<file path="src/rtl/counter_sequencer_pkg.sv">
// counter_sequencer_pkg: shared FSM state type and mode encodings for the counter sequencer.
package counter_sequencer_pkg;
    typedef enum logic [1:0] {IDLE, RUN, DONE} state_t;
    localparam logic MODE_ONESHOT  = 1'b0;
    localparam logic MODE_PERIODIC = 1'b1;
endpackage

</file>
<file path="src/rtl/counter_sequencer_prescaler.sv">
// counter_sequencer_prescaler: PRE_W-bit divider that strobes step when it reaches the prescale value.
module counter_sequencer_prescaler #(
    parameter int PRE_W = 4
) (
    input  logic             clk,
    input  logic             rst,
    input  logic             en,
    input  logic             clr,
    input  logic [PRE_W-1:0] prescale,
    output logic             step
);
    localparam logic [PRE_W-1:0] ONE = 1;
    logic [PRE_W-1:0] pre;
    assign step = en && !clr && (pre == prescale);
    always_ff @(posedge clk or posedge rst) begin
        if (rst) pre <= '0;
        else if (clr || step) pre <= '0;
        else if (en) pre <= pre + ONE;
    end
endmodule

</file>
<file path="src/rtl/counter_sequencer.sv">
// counter_sequencer: programmable timer sequencing a shared up-counter with a one-cycle wrap tick.
// Define COUNTER_SEQUENCER_STATUS_EN to add the saturating wrap_count status register and status_clr.
module counter_sequencer
    import counter_sequencer_pkg::*;
#(
    parameter int WIDTH = 4,
    parameter int PRE_W = 4
) (
    input  logic             CLK,
    input  logic             RESET,
    input  logic             cfg_valid,
    output logic             cfg_ready,
    input  logic [WIDTH-1:0] cfg_limit,
    input  logic [PRE_W-1:0] cfg_prescale,
    input  logic             cfg_periodic,
    input  logic             start,
    input  logic             stop,
`ifdef COUNTER_SEQUENCER_STATUS_EN
    input  logic             status_clr,
    output logic [7:0]       wrap_count,
`endif
    output logic [WIDTH-1:0] count,
    output logic             busy,
    output logic             tick,
    output logic             done
);
    localparam logic [WIDTH-1:0] ONE = 1;
    state_t           state;
    logic [WIDTH-1:0] limit;
    logic [PRE_W-1:0] prescale;
    logic             periodic;
    logic             step;
    logic             wrap;

    counter_sequencer_prescaler #(.PRE_W(PRE_W)) u_pre (
        .clk      (CLK),
        .rst      (RESET),
        .en       (state == RUN),
        .clr      (stop || state != RUN),
        .prescale (prescale),
        .step     (step)
    );

    assign wrap = step && (count == limit);

    // stop outranks both start and a wrap landing on the same edge
    always_ff @(posedge CLK or posedge RESET) begin
        if (RESET) begin
            state     <= IDLE;
            count     <= '0;
            tick      <= 1'b0;
            busy      <= 1'b0;
            done      <= 1'b0;
            cfg_ready <= 1'b1;
            limit     <= '1;
            prescale  <= '0;
            periodic  <= MODE_ONESHOT;
        end else begin
            tick <= 1'b0;
            if (cfg_valid && cfg_ready) begin
                limit    <= cfg_limit;
                prescale <= cfg_prescale;
                periodic <= cfg_periodic;
            end
            if (stop) begin
                state     <= IDLE;
                count     <= '0;
                busy      <= 1'b0;
                done      <= 1'b0;
                cfg_ready <= 1'b1;
            end else if (state == RUN) begin
                if (step) count <= wrap ? '0 : count + ONE;
                if (wrap) begin
                    tick <= 1'b1;
                    if (periodic != MODE_PERIODIC) begin
                        state     <= DONE;
                        busy      <= 1'b0;
                        done      <= 1'b1;
                        cfg_ready <= 1'b1;
                    end
                end
            end else if (start) begin
                state     <= RUN;
                count     <= '0;
                busy      <= 1'b1;
                done      <= 1'b0;
                cfg_ready <= 1'b0;
            end
        end
    end

`ifdef COUNTER_SEQUENCER_STATUS_EN
    always_ff @(posedge CLK or posedge RESET) begin
        if (RESET) wrap_count <= '0;
        else if (status_clr) wrap_count <= '0;
        else if (wrap && wrap_count != 8'hFF) wrap_count <= wrap_count + 8'd1;
    end
`endif
endmodule

</file>
<file path="config.mk">
export PLATFORM = sky130hd
export DESIGN_NAME = counter_sequencer
export DESIGN_NICKNAME = d
export VERILOG_FILES = /design/src/rtl/counter_sequencer_pkg.sv /design/src/rtl/counter_sequencer_prescaler.sv /design/src/rtl/counter_sequencer.sv
export SDC_FILE = /design/constraint.sdc
export NUM_CORES = 1
export LEC_CHECK = 0
export BUFFER_PORTS_ARGS = -buffer_cell sky130_fd_sc_hd__buf_4
export CAP_MARGIN = 25
export CORE_MARGIN = 5
export CORE_UTILIZATION = 52
export CTS_CLUSTER_DIAMETER = 80
export DETAILED_ROUTE_END_ITERATION = 8
export PLACE_DENSITY = 0.76
export SETUP_SLACK_MARGIN = 0.02
export SLEW_MARGIN = 20
export SYNTH_ARGS = -nofsm -noshare
export SYNTH_HDL_FRONTEND = slang
export SYNTH_HIERARCHICAL = 1
export SYNTH_SLANG_ARGS = --single-unit
</file>
<file path="constraint.sdc">
create_clock -name CLK -period 3.8 [get_ports CLK]
set_input_delay 0.19 -clock CLK [delete_from_list [all_inputs] [get_ports CLK]]
set_output_delay 0.19 -clock CLK [all_outputs]
set_load 0.02 [all_outputs]
</file>
Yosys cells after proc, flatten, opt, wreduce, memory -nomap -nowiden
Cells that the tools add are included.

Output and inout port bits: 8. Bits in registers: 23. Bits of input ports: 14.

Mux-type cells: 26. Equal/unequal tests: 7. Add/subtract/negate cells: 2. Reductions and logical operators: 11.

Operator list (number): 4-bit 2-to-1 mux (7); 1-bit 2-to-1 mux (14); 2-bit 2-to-1 mux (5); 3-bit != test (second input constant) (3); 4-bit by 1-bit adder with 4-bit output (second input constant) (2); 4-bit == test (2); 1-bit logical AND (4); 3-bit AND reduction (1); 3-bit nonzero test (1); 2-bit by 1-bit == test with 1-bit output (second input constant) (1); 1-bit logical OR (2); 2-bit by 1-bit != test with 1-bit output (second input constant) (1); 2-bit AND reduction (1); 2-bit nonzero test (1); 1-bit zero test (1).

Logic depth before layout (Yosys ltp)
Depth in word-level cells: 10. Gate-level depth with buffers: 9. Depth with buffers taken out: 8.

Cells and area by module
The synthesis kept the hierarchy.

Modules (own cells, without submodules): counter_sequencer (cells an instance 64, instances 1, seq. area each 431.7 um^2, area an instance 798.3 um^2); counter_sequencer_prescaler (cells an instance 29, instances 1, seq. area each 100.1 um^2, area an instance 274.0 um^2).

Worst setup path before layout
Ideal clock, no wire load.

Kind: reg-to-reg. Start: register u_pre.pre[2]. End: register count[3]. Arrival: 1921 ps. Setup slack: 1779 ps. Period minus slack after synthesis: 2021 ps. Path buffers: 0. Data required time: 3699 ps. Stages on the path, launching flop included: 9. Cell sequence: dfrtp_1 > or2_1 > a2111oi_2 > nand2_1 > nor2_1 > and2_4 > a211oi_4 > nand3b_1 > o311ai_2.

Cells in the longest elaborated chain, start to end: 7.

RTL lines: start, declared (line counter_sequencer_prescaler.sv:13) `logic [PRE_W-1:0] pre;`; start signal, assigned (line counter_sequencer_prescaler.sv:18) `else if (en) pre <= pre + ONE;`; 4-bit == test * (line counter_sequencer_prescaler.sv:14) `assign step = en && !clr && (pre == prescale);`; 1-bit logical AND * (line counter_sequencer_prescaler.sv:14); via step (line counter_sequencer.sv:32) `logic step;`; 1-bit logical AND (line counter_sequencer.sv:44) `assign wrap = step && (count == limit);`; 4-bit 2-to-1 mux (2 in a row) (line counter_sequencer.sv:72) `if (step) count <= wrap ? '0 : count + ONE;`; 4-bit 2-to-1 mux (line counter_sequencer.sv:71) `end else if (state == RUN) begin`; 4-bit 2-to-1 mux (line counter_sequencer.sv:65) `if (stop) begin`; end signal, assigned (line counter_sequencer.sv:72); end, declared (line counter_sequencer.sv:22) `output logic [WIDTH-1:0] count,`.

The timed path passes the listed nets; every way through them passes the cells marked *. The select of a mux whose other input is x is not followed. A chain may end at the register's enable or synchronous reset.

Worst setup path after layout
Ends and elaborated chain as after synthesis.

==> results.ini <==
[global_routing]
gr-usage-met1_pct=17.79
grt_util_met3_pct=2.331
grt_usage_pct=13.59
grt_pass1_wl_um=3512
grt_use_met2_pct=22.80
grt_max_degree=18
grt_pass1_vias=812
grt_antenna_before_repair=0
busiest_layer=met2
overflow=0

[logic_synthesis]
synth_top_cell_by_area=dfrtp_1
synth_edf_count=0
ys_warn_count=6
synth.ff_latch_count=21
synth.most_common_cell=dfrtp_1
synthTopCellsByArea=dfrtp_1 (37%), dfstp_2 (12%), mux2_2 (9.5%)
synthTopCellsByCount=dfrtp_1 (16), mux2_2 (9), nand2_1 (7), xor2_1 (7)
syn_inst=93
synthFlopType=dfrtp_1
syn_area_mm2=0.001072
syn_area_per_cell_um2=11.53
yosysSeqAreaShare_pct=49.59
synth_top_cell_area_share_pct=37.34
ys_types=37
synth_fp_nets=109
async_reset_ff_share_pct=100.0

[clock_network]
clock-sinks=21
clock_path_buffers=2
cts_tree=done
clkLatencyLatePin_ns=0.31
root_buffer=clkbuf_4
holdBufCountCts=1
cts_buffers=3
post_cts_buffers=0
cts_resized=0
clkTransAtPathRegs_ns=0.13
htree_levels=1

[power]
finalPower_mw=0.4472
pwr_density_cell_mw_per_mm2=345.0
vdd_drop_max_v=0.0002908
leakage_nw=0.5774

[sta]
worst_slew_pin_slew_ns=0.6509
timing.fmax_ghz=0.4416
hold_viol_final=0
setup_tns_ns=0
skew_ns=0.01330
slew_violations=0
grt_setup_unrepaired=no
maxSlewHeadroom_pct=56.56
period_share_pct=59.60
fin_crit_ns=2.265
report.final.setup_viol=0

[setup_path]
critPathSlowestCell=dfrtp_1
slowest_delay_ns=0.45
critPathArrivalTime_ns=2.49
required_ns=4.02
crit_fanout=6
cp_cell_sequence=or2_1 > a2111oi_2 > nand2_1 > nor2_1 > and2_4 > a211oi_4 > nand3b_1 > o311ai_2
crit_type=flop to flop
critPathLaunchType=flop
regToRegSetupSlack_ns=1.54
end_kind=flop

[routing]
num_vias=755
post_drt_via_cell_ratio=5.207
wirelength_um=2044
postRouteAntennaNets=0
drc=0
first_pass_iters=4
wire_per_inst_um=14.10
drt_iter0_drc=12

[status]
outcome=finished, final reports clean

[flow_run]
maxCapViolCount=0

[die]
core_mm2=0.001962
die-area_mm2=0.003070
fp.dieH_um=55.41
start_util_pct=54.66
rows=16
io_pins=22
die_x_um=55.41

[placement]
place_hpwl_um=1563
port_buffers=21
routabilityCongestion=0.7669

[layout]
drive_above_1_share_pct=41.53
n_fill_cell=180
antenna_cells=0
final_nets=135
area_growth_syn_to_layout_pct=20.89

[worst_hold_path]
hp-class=input port to flop

cells by family after synthesis:
logic type                 after synthesis  synth area share [%]
AOI/OAI and AO/OA                       14                 11.79
xor gates and xnor gates                 8                 6.535
adders and majority gates                2                 2.333
buffers and inverters                    7                 2.566
DFF                                     21                 49.59
muxes                                    9                 9.452
and+or+nand+nor                         32                 17.74
routing by layer:
metal	vias to the layer above	wire length (um)
met4	0	23
met3	5	44
li1	375	-
met2	12	1032
met5	-	0
met1	363	943
state kept, by name, summed over array words and instances (netlist names):
name,cells
count,4
limit,4
prescale,4
u_pre/pre,4
state,2
cfg_ready,1
periodic,1
tick,1
report_power, final:
group | total [mW] | internal, mW | switching (mW)
Clock | 0.109 | 0.0393 | 0.0694
Combinational | 0.0780 | 0.0402 | 0.0379
Sequential | 0.260 | 0.246 | 0.0142
cells in the final DEF (no fill, tap or decap), types with 4 or more instances in the layout:
cell	instances
buf_4	21
dfrtp_1	16
dfstp_2	5
inv_1	5
mux2_2	9
nand2_1	7
nor2_1	4
xor2_1	7
layout make-up:
type / count / area (um^2) / area share (%)
Sequential cell: 21 / 531.8 / 41.02
Multi-Input combinational cell: 65 / 513.0 / 39.58
Timing Repair Buffer: 22 / 167.7 / 12.93
Tap cell: 27 / 33.78 / 2.606
Clock buffer: 3 / 22.52 / 1.737
Inverter: 6 / 22.52 / 1.737
Clock inverter: 1 / 5.005 / 0.3861
worst paths after layout:
check | end | startpoint | depth (start not counted)
min reg2reg | periodic | periodic | 1
max | count[3] | u_pre/pre[2] | 8
max in group asynchronous | periodic | RESET | 3
min | state[0] | stop | 2
max reg2reg | count[3] | u_pre/pre[2] | 8
min in group asynchronous | u_pre/pre[2] | RESET | 3
per-stage QoR:
step / setup WS [ns] / utilization (%) / cells / cell area (um^2) / hold WS [ns]
2_1_floorplan: 1.779 / - / 93 / 1072 / -0.04392
3_3_place_gp: 1.662 / 64.16 / 140 / 1259 / 0.09629
3_5_place_dp: 1.589 / 64.16 / 140 / 1259 / 0.09901
4_1_cts: 1.544 / 66.07 / 145 / 1296 / 0.09268
5_1_grt: 1.364 / 66.07 / 145 / 1296 / 0.09410
6_report: 1.535 / 66.07 / 145 / 1296 / 0.09772
worst max-delay path: cells and delay by family (launching register included):
family / cells / cell delay (ns)
compound gates: 3 / 0.78
flops: 1 / 0.45
simple gates: 5 / 0.95
Power figures use the tool's default switching activity.
